$ cat src/rtl/wb_intercon_1to3_if.sv
// rtl/wb_intercon_1to3_if.sv - bus bundle between the master port, the interconnect and its three slaves
interface wb_intercon_1to3_if;
   logic [31:0] m_adr_i;
   logic [31:0] m_dat_i;
   logic [3:0]  m_sel_i;
   logic        m_we_i;
   logic        m_cyc_i;
   logic        m_stb_i;
   logic [31:0] m_dat_o;
   logic        m_ack_o;
   logic        m_err_o;
   logic [31:0] s_adr_o;
   logic [31:0] s_dat_o;
   logic [3:0]  s_sel_o;
   logic        s_we_o;
   logic [2:0]  s_cyc_o;
   logic [2:0]  s_stb_o;
   logic [95:0] s_dat_i;
   logic [2:0]  s_ack_i;
   logic [7:0]  err_cnt;

   // the interconnect itself
   modport slave (
      input  m_adr_i, m_dat_i, m_sel_i, m_we_i, m_cyc_i, m_stb_i, s_dat_i, s_ack_i,
      output m_dat_o, m_ack_o, m_err_o, s_adr_o, s_dat_o, s_sel_o, s_we_o,
             s_cyc_o, s_stb_o, err_cnt
   );

   // the surrounding CPU master and slave devices
   modport master (
      output m_adr_i, m_dat_i, m_sel_i, m_we_i, m_cyc_i, m_stb_i, s_dat_i, s_ack_i,
      input  m_dat_o, m_ack_o, m_err_o, s_adr_o, s_dat_o, s_sel_o, s_we_o,
             s_cyc_o, s_stb_o, err_cnt
   );
endinterface

$ cat src/rtl/wb_intercon_1to3.sv
// rtl/wb_intercon_1to3.sv - registered Wishbone classic 1-master/3-slave interconnect with ack watchdog
module wb_intercon_1to3 #(
   parameter logic [31:0] S1_BASE        = 32'h3000_0000,
   parameter logic [31:0] S1_SIZE        = 32'h0000_000C,
   parameter logic [31:0] S2_BASE        = 32'h4000_0000,
   parameter logic [31:0] S2_SIZE        = 32'h0000_000C,
   parameter int          TIMEOUT_CYCLES = 16,
   parameter logic [31:0] ERR_DATA       = 32'hDEAD_BEEF
) (
   input  logic wb_clk_i,
   input  logic wb_rst_i,
   wb_intercon_1to3_if.slave bus
);

   localparam logic [7:0] CNT_LAST = 8'(TIMEOUT_CYCLES - 1);

   typedef enum logic [1:0] {IDLE, ACTIVE, RESP} state_t;

   state_t      state_q, state_d;
   logic [1:0]  sel_q, sel_d;
   logic [7:0]  cnt_q, cnt_d;
   logic [31:0] m_dat_q, m_dat_d;
   logic        m_ack_q, m_ack_d;
   logic        m_err_q, m_err_d;
   logic [31:0] s_adr_q, s_adr_d;
   logic [31:0] s_dat_q, s_dat_d;
   logic [3:0]  s_sel_q, s_sel_d;
   logic        s_we_q, s_we_d;
   logic [2:0]  s_cyc_q, s_cyc_d;
   logic [2:0]  s_stb_q, s_stb_d;
   logic [7:0]  err_cnt_q, err_cnt_d;

   logic [32:0] adr_x;
   logic        hit1, hit2;
   logic [1:0]  dec_sel;
   logic        ack_sel;
   logic [31:0] rd_sel;

   // 33-bit compares keep base+size from wrapping at the top of the map
   always_comb begin
      adr_x   = {1'b0, bus.m_adr_i};
      hit1    = (adr_x >= {1'b0, S1_BASE}) && (adr_x < ({1'b0, S1_BASE} + {1'b0, S1_SIZE}));
      hit2    = (adr_x >= {1'b0, S2_BASE}) && (adr_x < ({1'b0, S2_BASE} + {1'b0, S2_SIZE}));
      dec_sel = 2'd0;
      if (hit1)      dec_sel = 2'd1;
      else if (hit2) dec_sel = 2'd2;
   end

   always_comb begin
      ack_sel = bus.s_ack_i[0];
      rd_sel  = bus.s_dat_i[31:0];
      case (sel_q)
         2'd1: begin
            ack_sel = bus.s_ack_i[1];
            rd_sel  = bus.s_dat_i[63:32];
         end
         2'd2: begin
            ack_sel = bus.s_ack_i[2];
            rd_sel  = bus.s_dat_i[95:64];
         end
         default: ;
      endcase
   end

   always_comb begin
      state_d   = state_q;
      sel_d     = sel_q;
      cnt_d     = cnt_q;
      m_dat_d   = m_dat_q;
      m_ack_d   = 1'b0;
      m_err_d   = 1'b0;
      s_adr_d   = s_adr_q;
      s_dat_d   = s_dat_q;
      s_sel_d   = s_sel_q;
      s_we_d    = s_we_q;
      s_cyc_d   = s_cyc_q;
      s_stb_d   = s_stb_q;
      err_cnt_d = err_cnt_q;
      case (state_q)
         IDLE: begin
            if (bus.m_cyc_i && bus.m_stb_i) begin
               s_adr_d = bus.m_adr_i;
               s_dat_d = bus.m_dat_i;
               s_sel_d = bus.m_sel_i;
               s_we_d  = bus.m_we_i;
               sel_d   = dec_sel;
               s_cyc_d = 3'b001 << dec_sel;
               s_stb_d = 3'b001 << dec_sel;
               cnt_d   = 8'd0;
               state_d = ACTIVE;
            end
         end
         ACTIVE: begin
            if (!bus.m_cyc_i) begin
               s_cyc_d = 3'b000;
               s_stb_d = 3'b000;
               state_d = IDLE;
            end else if (ack_sel) begin
               m_dat_d = rd_sel;
               m_ack_d = 1'b1;
               s_cyc_d = 3'b000;
               s_stb_d = 3'b000;
               state_d = RESP;
            end else if (cnt_q == CNT_LAST) begin
               m_dat_d = ERR_DATA;
               m_ack_d = 1'b1;
               m_err_d = 1'b1;
               s_cyc_d = 3'b000;
               s_stb_d = 3'b000;
               if (err_cnt_q != 8'hFF) err_cnt_d = err_cnt_q + 8'd1;
               state_d = RESP;
            end else begin
               cnt_d = cnt_q + 8'd1;
            end
         end
         RESP:    state_d = IDLE;
         default: state_d = IDLE;
      endcase
   end

   always_ff @(posedge wb_clk_i) begin
      if (wb_rst_i) begin
         state_q   <= IDLE;
         sel_q     <= 2'd0;
         cnt_q     <= 8'd0;
         m_dat_q   <= 32'd0;
         m_ack_q   <= 1'b0;
         m_err_q   <= 1'b0;
         s_adr_q   <= 32'd0;
         s_dat_q   <= 32'd0;
         s_sel_q   <= 4'd0;
         s_we_q    <= 1'b0;
         s_cyc_q   <= 3'd0;
         s_stb_q   <= 3'd0;
         err_cnt_q <= 8'd0;
      end else begin
         state_q   <= state_d;
         sel_q     <= sel_d;
         cnt_q     <= cnt_d;
         m_dat_q   <= m_dat_d;
         m_ack_q   <= m_ack_d;
         m_err_q   <= m_err_d;
         s_adr_q   <= s_adr_d;
         s_dat_q   <= s_dat_d;
         s_sel_q   <= s_sel_d;
         s_we_q    <= s_we_d;
         s_cyc_q   <= s_cyc_d;
         s_stb_q   <= s_stb_d;
         err_cnt_q <= err_cnt_d;
      end
   end

   assign bus.m_dat_o = m_dat_q;
   assign bus.m_ack_o = m_ack_q;
   assign bus.m_err_o = m_err_q;
   assign bus.s_adr_o = s_adr_q;
   assign bus.s_dat_o = s_dat_q;
   assign bus.s_sel_o = s_sel_q;
   assign bus.s_we_o  = s_we_q;
   assign bus.s_cyc_o = s_cyc_q;
   assign bus.s_stb_o = s_stb_q;
   assign bus.err_cnt = err_cnt_q;

endmodule

$ cat src/flat_wrapper.sv
// flat-port wrapper written by rule: the top's interface ports become plain ports
module wb_intercon_1to3_flat 
#(
   parameter logic [31:0] S1_BASE        = 32'h3000_0000,
   parameter logic [31:0] S1_SIZE        = 32'h0000_000C,
   parameter logic [31:0] S2_BASE        = 32'h4000_0000,
   parameter logic [31:0] S2_SIZE        = 32'h0000_000C,
   parameter int          TIMEOUT_CYCLES = 16,
   parameter logic [31:0] ERR_DATA       = 32'hDEAD_BEEF
)
  (wb_clk_i, wb_rst_i, bus_m_adr_i, bus_m_dat_i, bus_m_sel_i, bus_m_we_i, bus_m_cyc_i, bus_m_stb_i, bus_s_dat_i, bus_s_ack_i, bus_m_dat_o, bus_m_ack_o, bus_m_err_o, bus_s_adr_o, bus_s_dat_o, bus_s_sel_o, bus_s_we_o, bus_s_cyc_o, bus_s_stb_o, bus_err_cnt);
  wb_intercon_1to3_if bus_i ();
  input  logic wb_clk_i;
  input  logic wb_rst_i;
  input wire logic [$bits(bus_i.m_adr_i)-1:0] bus_m_adr_i;
  input wire logic [$bits(bus_i.m_dat_i)-1:0] bus_m_dat_i;
  input wire logic [$bits(bus_i.m_sel_i)-1:0] bus_m_sel_i;
  input wire logic [$bits(bus_i.m_we_i)-1:0] bus_m_we_i;
  input wire logic [$bits(bus_i.m_cyc_i)-1:0] bus_m_cyc_i;
  input wire logic [$bits(bus_i.m_stb_i)-1:0] bus_m_stb_i;
  input wire logic [$bits(bus_i.s_dat_i)-1:0] bus_s_dat_i;
  input wire logic [$bits(bus_i.s_ack_i)-1:0] bus_s_ack_i;
  output wire logic [$bits(bus_i.m_dat_o)-1:0] bus_m_dat_o;
  output wire logic [$bits(bus_i.m_ack_o)-1:0] bus_m_ack_o;
  output wire logic [$bits(bus_i.m_err_o)-1:0] bus_m_err_o;
  output wire logic [$bits(bus_i.s_adr_o)-1:0] bus_s_adr_o;
  output wire logic [$bits(bus_i.s_dat_o)-1:0] bus_s_dat_o;
  output wire logic [$bits(bus_i.s_sel_o)-1:0] bus_s_sel_o;
  output wire logic [$bits(bus_i.s_we_o)-1:0] bus_s_we_o;
  output wire logic [$bits(bus_i.s_cyc_o)-1:0] bus_s_cyc_o;
  output wire logic [$bits(bus_i.s_stb_o)-1:0] bus_s_stb_o;
  output wire logic [$bits(bus_i.err_cnt)-1:0] bus_err_cnt;
  assign bus_i.m_adr_i = bus_m_adr_i;
  assign bus_i.m_dat_i = bus_m_dat_i;
  assign bus_i.m_sel_i = bus_m_sel_i;
  assign bus_i.m_we_i = bus_m_we_i;
  assign bus_i.m_cyc_i = bus_m_cyc_i;
  assign bus_i.m_stb_i = bus_m_stb_i;
  assign bus_i.s_dat_i = bus_s_dat_i;
  assign bus_i.s_ack_i = bus_s_ack_i;
  assign bus_m_dat_o = bus_i.m_dat_o;
  assign bus_m_ack_o = bus_i.m_ack_o;
  assign bus_m_err_o = bus_i.m_err_o;
  assign bus_s_adr_o = bus_i.s_adr_o;
  assign bus_s_dat_o = bus_i.s_dat_o;
  assign bus_s_sel_o = bus_i.s_sel_o;
  assign bus_s_we_o = bus_i.s_we_o;
  assign bus_s_cyc_o = bus_i.s_cyc_o;
  assign bus_s_stb_o = bus_i.s_stb_o;
  assign bus_err_cnt = bus_i.err_cnt;
  wb_intercon_1to3 #(.S1_BASE(S1_BASE), .S1_SIZE(S1_SIZE), .S2_BASE(S2_BASE), .S2_SIZE(S2_SIZE), .TIMEOUT_CYCLES(TIMEOUT_CYCLES), .ERR_DATA(ERR_DATA)) u_core (.wb_clk_i(wb_clk_i), .wb_rst_i(wb_rst_i), .bus(bus_i));
endmodule
$ cat config.mk
export PLATFORM = sky130hd
export DESIGN_NAME = wb_intercon_1to3_flat
export DESIGN_NICKNAME = d
export VERILOG_FILES = /design/src/rtl/wb_intercon_1to3_if.sv /design/src/rtl/wb_intercon_1to3.sv /design/src/flat_wrapper.sv
export SDC_FILE = /design/constraint.sdc
export NUM_CORES = 1
export LEC_CHECK = 0
export ABC_CLOCK_PERIOD_IN_PS = 2600
export CAP_MARGIN = 5
export CORE_ASPECT_RATIO = 0.8
export CORE_MARGIN = 2
export CORE_UTILIZATION = 39
export DETAILED_ROUTE_END_ITERATION = 12
export GPL_ROUTABILITY_DRIVEN = 1
export PLACE_DENSITY = 0.81
export SYNTH_ARGS = -nofsm -noshare
export SYNTH_HDL_FRONTEND = slang
export SYNTH_SLANG_ARGS = --single-unit
$ cat constraint.sdc
create_clock -name wb_clk_i -period 2.6 [get_ports wb_clk_i]
set_input_delay 0.26 -clock wb_clk_i [delete_from_list [all_inputs] [get_ports wb_clk_i]]
set_output_delay 0.26 -clock wb_clk_i [all_outputs]
set_load 0.05 [all_outputs]
Word level (Yosys, flattened, before mapping)
Cells that the tools add are included.

Magnitude comparators: 4. Reductions and logical operators: 14. Add/sub/neg operators: 2. Shifts and indexed selects: 1. Muxes and demuxes: 23. Equality and inequality tests: 10. Bitwise gates (word level): 3.

Operators by type and width (number): 32-bit two-way mux (2); 32-bit one-hot mux with 2 select lines (1); 32-bit by 30-bit greater-or-equal comparator with 1-bit output (second input constant) (1); 32-bit by 31-bit greater-or-equal comparator with 1-bit output (second input constant) (1); 32-bit by 30-bit < comparator with 1-bit output (second input constant) (1); 32-bit by 31-bit < comparator with 1-bit output (second input constant) (1); 8-bit two-way mux (4); 8-bit by 1-bit adder with 8-bit output (second input constant) (2); 8-bit one-hot mux with 2 select lines (1); 2-bit two-way mux (6); 3-bit two-way mux (4); 5-bit AND reduction (2); 8-bit by 4-bit equality test with 1-bit output (second input constant) (1); 8-bit inequality test (second input constant) (1); 2-bit inequality test (second input constant) (3); 3-bit one-hot mux with 2 select lines (1); 3-bit AND reduction (2); 2-bit by 1-bit equality test with 1-bit output (second input constant) (2); 4-bit by 2-bit inequality test with 1-bit output (second input constant) (1); 2-bit one-hot mux with 2 select lines (1); 2-bit AND reduction (2); 2-bit nonzero test (2); 4-bit OR reduction (1); 1-bit logical AND (3); 8 further kinds (11).

Logic and storage cells: 69. Output and inout bits: 117. Flip-flop bits (word level): 126.

Depth between registers and ports, before layout
Gate-level depths: netlist (run 1).

Word-level depth: 7. Depth in mapped cells: 9.

Worst setup path after synthesis (run 1)
OpenSTA, ideal clock, no wires.

Path kind: reg-to-reg. From: register u_core.sel_q[0]. To: register u_core.cnt_q[7]. Library setup time: 70 ps. Period minus slack after synthesis: 2180 ps. Required time: 2530 ps. Arrival: 2110 ps. Buffers on the path: 1. Cell stages (with the launch flop): 9. Path slack: 420 ps. Cell sequence: dfxtp_1 -> inv_1 -> ha_1 -> clkbuf_1 -> a221o_1 -> a22o_1 -> a21o_1 -> or4_1 -> a21oi_1.

Longest elaborated chain between the ends: 4. Elaborated cells on any way between the ends: 5.

Ends and longest elaborated chain: from (decl) (line wb_intercon_1to3.sv:20) `logic [1:0] sel_q, sel_d;`; from (signal assigned) (line wb_intercon_1to3.sv:138) `sel_q <= sel_d;`; 2-bit equality test or 2-bit by 1-bit equality test with 1-bit output (tied branches) (line wb_intercon_1to3.sv:52) `case (sel_q)`; 1-bit one-hot mux with 2 select lines * (line wb_intercon_1to3.sv:52); 2-bit inequality test (no source line) *; 5-bit AND reduction (no source line) *; to (signal assigned) (line wb_intercon_1to3.sv:139) `cnt_q <= cnt_d;`; to (decl) (line wb_intercon_1to3.sv:21) `logic [7:0] cnt_q, cnt_d;`.

Every way passes the cells marked *; elsewhere a longest branch is shown, timed or not. A chain may end at the register's enable or synchronous reset.

Worst setup path after layout (run 1)
From: register u_core.sel_q[0]. To: register u_core.err_cnt_q[7], in the netlist u_core.bus.err_cnt[7].

Longest elaborated chain between the ends: 4. Elaborated cells on any way between the ends: 5.

Ends and longest elaborated chain: 2-bit equality test or 2-bit by 1-bit equality test with 1-bit output (tied branches) (line wb_intercon_1to3.sv:52); 1-bit one-hot mux with 2 select lines * (line wb_intercon_1to3.sv:52); 1-bit NOT (no source line) *; 5-bit AND reduction (no source line) *; to (signal assigned) (line wb_intercon_1to3.sv:149) `err_cnt_q <= err_cnt_d;`; to (decl) (line wb_intercon_1to3.sv:31) `logic [7:0] err_cnt_q, err_cnt_d;`.

Marked as above.

==> metrics, run 1 <==
FF-to-FF setup slack ~0.27 ns; Slew Limit Fails 0; Post-Syn Area about 5200 sq um; Synth area leader dfxtp_1; chip height about 110 um; RSZ-0062 raised after global routing false; Final Total Pwr 0.00523 W; Net Switching around 0.0013 W; worst endpoint data arrival time between 2 and 3 ns; Starting Density approximately two fifths; FF+latch count, synth 126; status completed; DR vias 5,660; Syn Area/Cell slightly below 8 sq um; CTS Root Cell clkbuf_16; Post-Synth Simple-Gate Area 22.4%; Worst Slack Setup Final roughly 0.27 ns; hold crit path type input pin to flop; cts repair resizes 0; latest clock arrival within the worst-skew pair ~0.4 ns; post-synth top area share between 40% and 50%; largest cells by area after synthesis dfxtp_1, nand2_1, a21oi_1; drt total wl ~17,000 um; clock power share between 40% and 50%; FILL cells 1,106; Syn Inst Count 670; antenna viol nets, final 0; Final Skew roughly 0.0075 ns; initial antenna violation count 0; commonest non-fill, non-tap cell in the layout clkdlybuf4s50_1; largest net degree at the start of global routing slightly below 70; power share of the sequential group about two fifths; Finished Cell Area ~8800 sq um; final setup vio count 0; Tightest Pin Transition roughly 0.59 ns; Data required, critical path around 2.9 ns; # IOs slightly below 300; CTS clk-pin slew, worst paths around 0.060 ns; Period Utilization, post-route 89.5%; register area share after synthesis 48.3%; Int Power around 0.004 W; clock sinks 126; Post-DP Area 8230 sq um; yosys warns 0; CP startpoint kind flop; core area about 13,000 sq um; Max FO, Critical Path 9; all-layer global routing usage between 20% and 30%; Max clock buf depth 2; max_cap viols 0; n_diodes 0; GRT Residual Overflow 0; vias in the first global route between 5,000 and 6,000; global-route wire length before repair 26,300 um; cts hold-fix bufs 0; Compound-Gate Fraction of Synth Area 21.9%; CTS buffer count 17; async set-reset flop share out of synthesis 0%; CP endpoint kind flop; post-synth net total 846; Initial DRC Count 313; multiplexer share of the synthesized area 0.407%; Post-CTS Setup Inserts 0; Pre-antenna DRT Iters 4; Rel. slew slack 60.3%; Leak 3.04 nW; hpwl dp between 10,000 and 15,000 um; sw frac between 20% and 30%; combinational group share of total power about 16%; Placer Congestion a little under 0.9; number of synthesized flops with an enable pin 0; minimum clock period ~2.3 ns; placed cell count 1,091; row cnt 37; xor and xnor fraction of the mapped netlist area under 10%; FF+latch area approximately 2500 sq um; synthesis-to-finish area growth 69.0%; port bufs 288; setup_tns 0 ns; dpl ws ~0.23 ns; post-synthesis adder-cell area fraction 0.959%; Die Wd 133 um; layout cell share with drive strength beyond 1 about 5.0%; TritonCTS clock tree built; critical path type flop to flop; largest family of logic cells by synthesized area simple AND/OR/NAND/NOR gates; final hold violations 0; fmax between 0.4 and 0.5 GHz; Layout Cells excl Fill roughly 1,100; Distinct cells, synth 39; Total Die Area 14,300 sq um; DR WL/cell about 15 um; P per Cell Area 593 nW/um^2; H-tree levels 4; via/cell ratio around 5; Multi-input gate area about 2500 sq um; final layout net count between 1,000 and 1,500; peak supply drop about 0.00045 V; drc violations 0; most frequent cells in the layout clkdlybuf4s50_1, nand2_1, dfxtp_1; top_reg_cell synth dfxtp_1
[state kept, by name, summed over array words and instances, names as in the netlist]
name and flops:
u_core.bus.err_cnt 8, u_core.bus.m_ack_o 1, u_core.bus.m_dat_o 32, u_core.bus.m_err_o 1, u_core.bus.s_adr_o 32, u_core.bus.s_cyc_o 3, u_core.bus.s_dat_o 32, u_core.bus.s_sel_o 4
u_core.bus.s_we_o 1, u_core.cnt_q 8, u_core.sel_q 2, u_core.state_q 2
[cells in the mapped netlist, types with 2 or more instances]
cell type and number:
nor2b_1 2, a22oi_1 41, nor3b_1 2, nor3_1 4, and3_1 2, clkbuf_1 45, o21ai_0 12, buf_4 3
nor4_1 8, ha_1 4, a21oi_1 101, nand3b_1 2, or3_1 2, nand4_1 3, buf_1 3, xnor2_1 9
a211oi_1 26, nand3_1 16, nor2_1 79, dfxtp_1 126, or4_1 2, o311ai_0 2, nand2_1 157, inv_1 4
[path summary, 6_finish.rpt]
check / from / depth (start not counted) / endpoint
worst max-delay path: u_core.sel_q[0] / 7 / u_core.bus.err_cnt[7]
worst min-delay path: wb_rst_i / 2 / u_core.bus.s_adr_o[16]
worst max register to register: u_core.sel_q[0] / 7 / u_core.bus.err_cnt[7]
worst min register to register: u_core.bus.s_dat_o[14] / 2 / u_core.bus.s_dat_o[14]
[power by group through the flow]
stage / clock, W / combinational (W) / sequential, W
2_1_floorplan: 0 / 0.000169 / 0.00228
3_3_place_gp: 0 / 0.000819 / 0.00207
3_5_place_dp: 0 / 0.000823 / 0.00207
4_1_cts: 0.00243 / 0.000827 / 0.00203
5_1_grt: 0.00255 / 0.000874 / 0.00203
6_report: 0.00238 / 0.000823 / 0.00203
[per-stage QoR]
step	hold slack, ns	util (%)
3_3_place_gp	0.441	63.5
2_1_floorplan	0.396	-
5_1_grt	0.139	68.1
3_5_place_dp	0.446	63.5
4_1_cts	0.136	68.1
6_report	0.144	68.1
[worst max-delay path, cell delays in order (launching register included)]
cell and delay, ns:
dfxtp_1 0.35, inv_1 0.05, ha_2 0.28, a221o_1 0.32
a2111o_1 0.57, nor4_1 0.39, xnor2_1 0.17, nor2_1 0.05
[final cells by class]
class	instances	area share [%]
clock inverter	13	1.89
clock buffer	19	4.91
tap	175	2.48
timing repair buffer	299	33.9
multi-input combinational	487	28.1
inverter	4	0.170
sequential	126	28.6
[logic make-up after synthesis]
family / Yosys count
muxes: 2
xor gates and xnor gates: 10
AOI/OAI and AO/OA: 188
buffers and inverters: 57
and+or+nand+nor: 283
DFF: 126
adders and majority gates: 4
[layer usage]
layer  up-vias  wire length (um)  track usage (%)
met5         -                 0                0
met1      2574              6890             27.2
li1       2850                 -                -
met3        33              1310             7.30
met2       203              8070             38.5
met4         0               422             9.95
No activity file was read; power rests on OpenSTA's default activity.
==> inputs of run 2 (changes only) <==
--- a/config.mk
+++ b/config.mk
@@ -5,8 +5,7 @@
 export SDC_FILE = /design/constraint.sdc
 export NUM_CORES = 1
 export LEC_CHECK = 0
-export ABC_CLOCK_PERIOD_IN_PS = 2600
-export CAP_MARGIN = 5
+export CAP_MARGIN = 20
 export CORE_ASPECT_RATIO = 0.8
 export CORE_MARGIN = 2
 export CORE_UTILIZATION = 39
==> results of run 2 <==
Same layout as run 1: the final DEF is identical, and so are final timing and power.
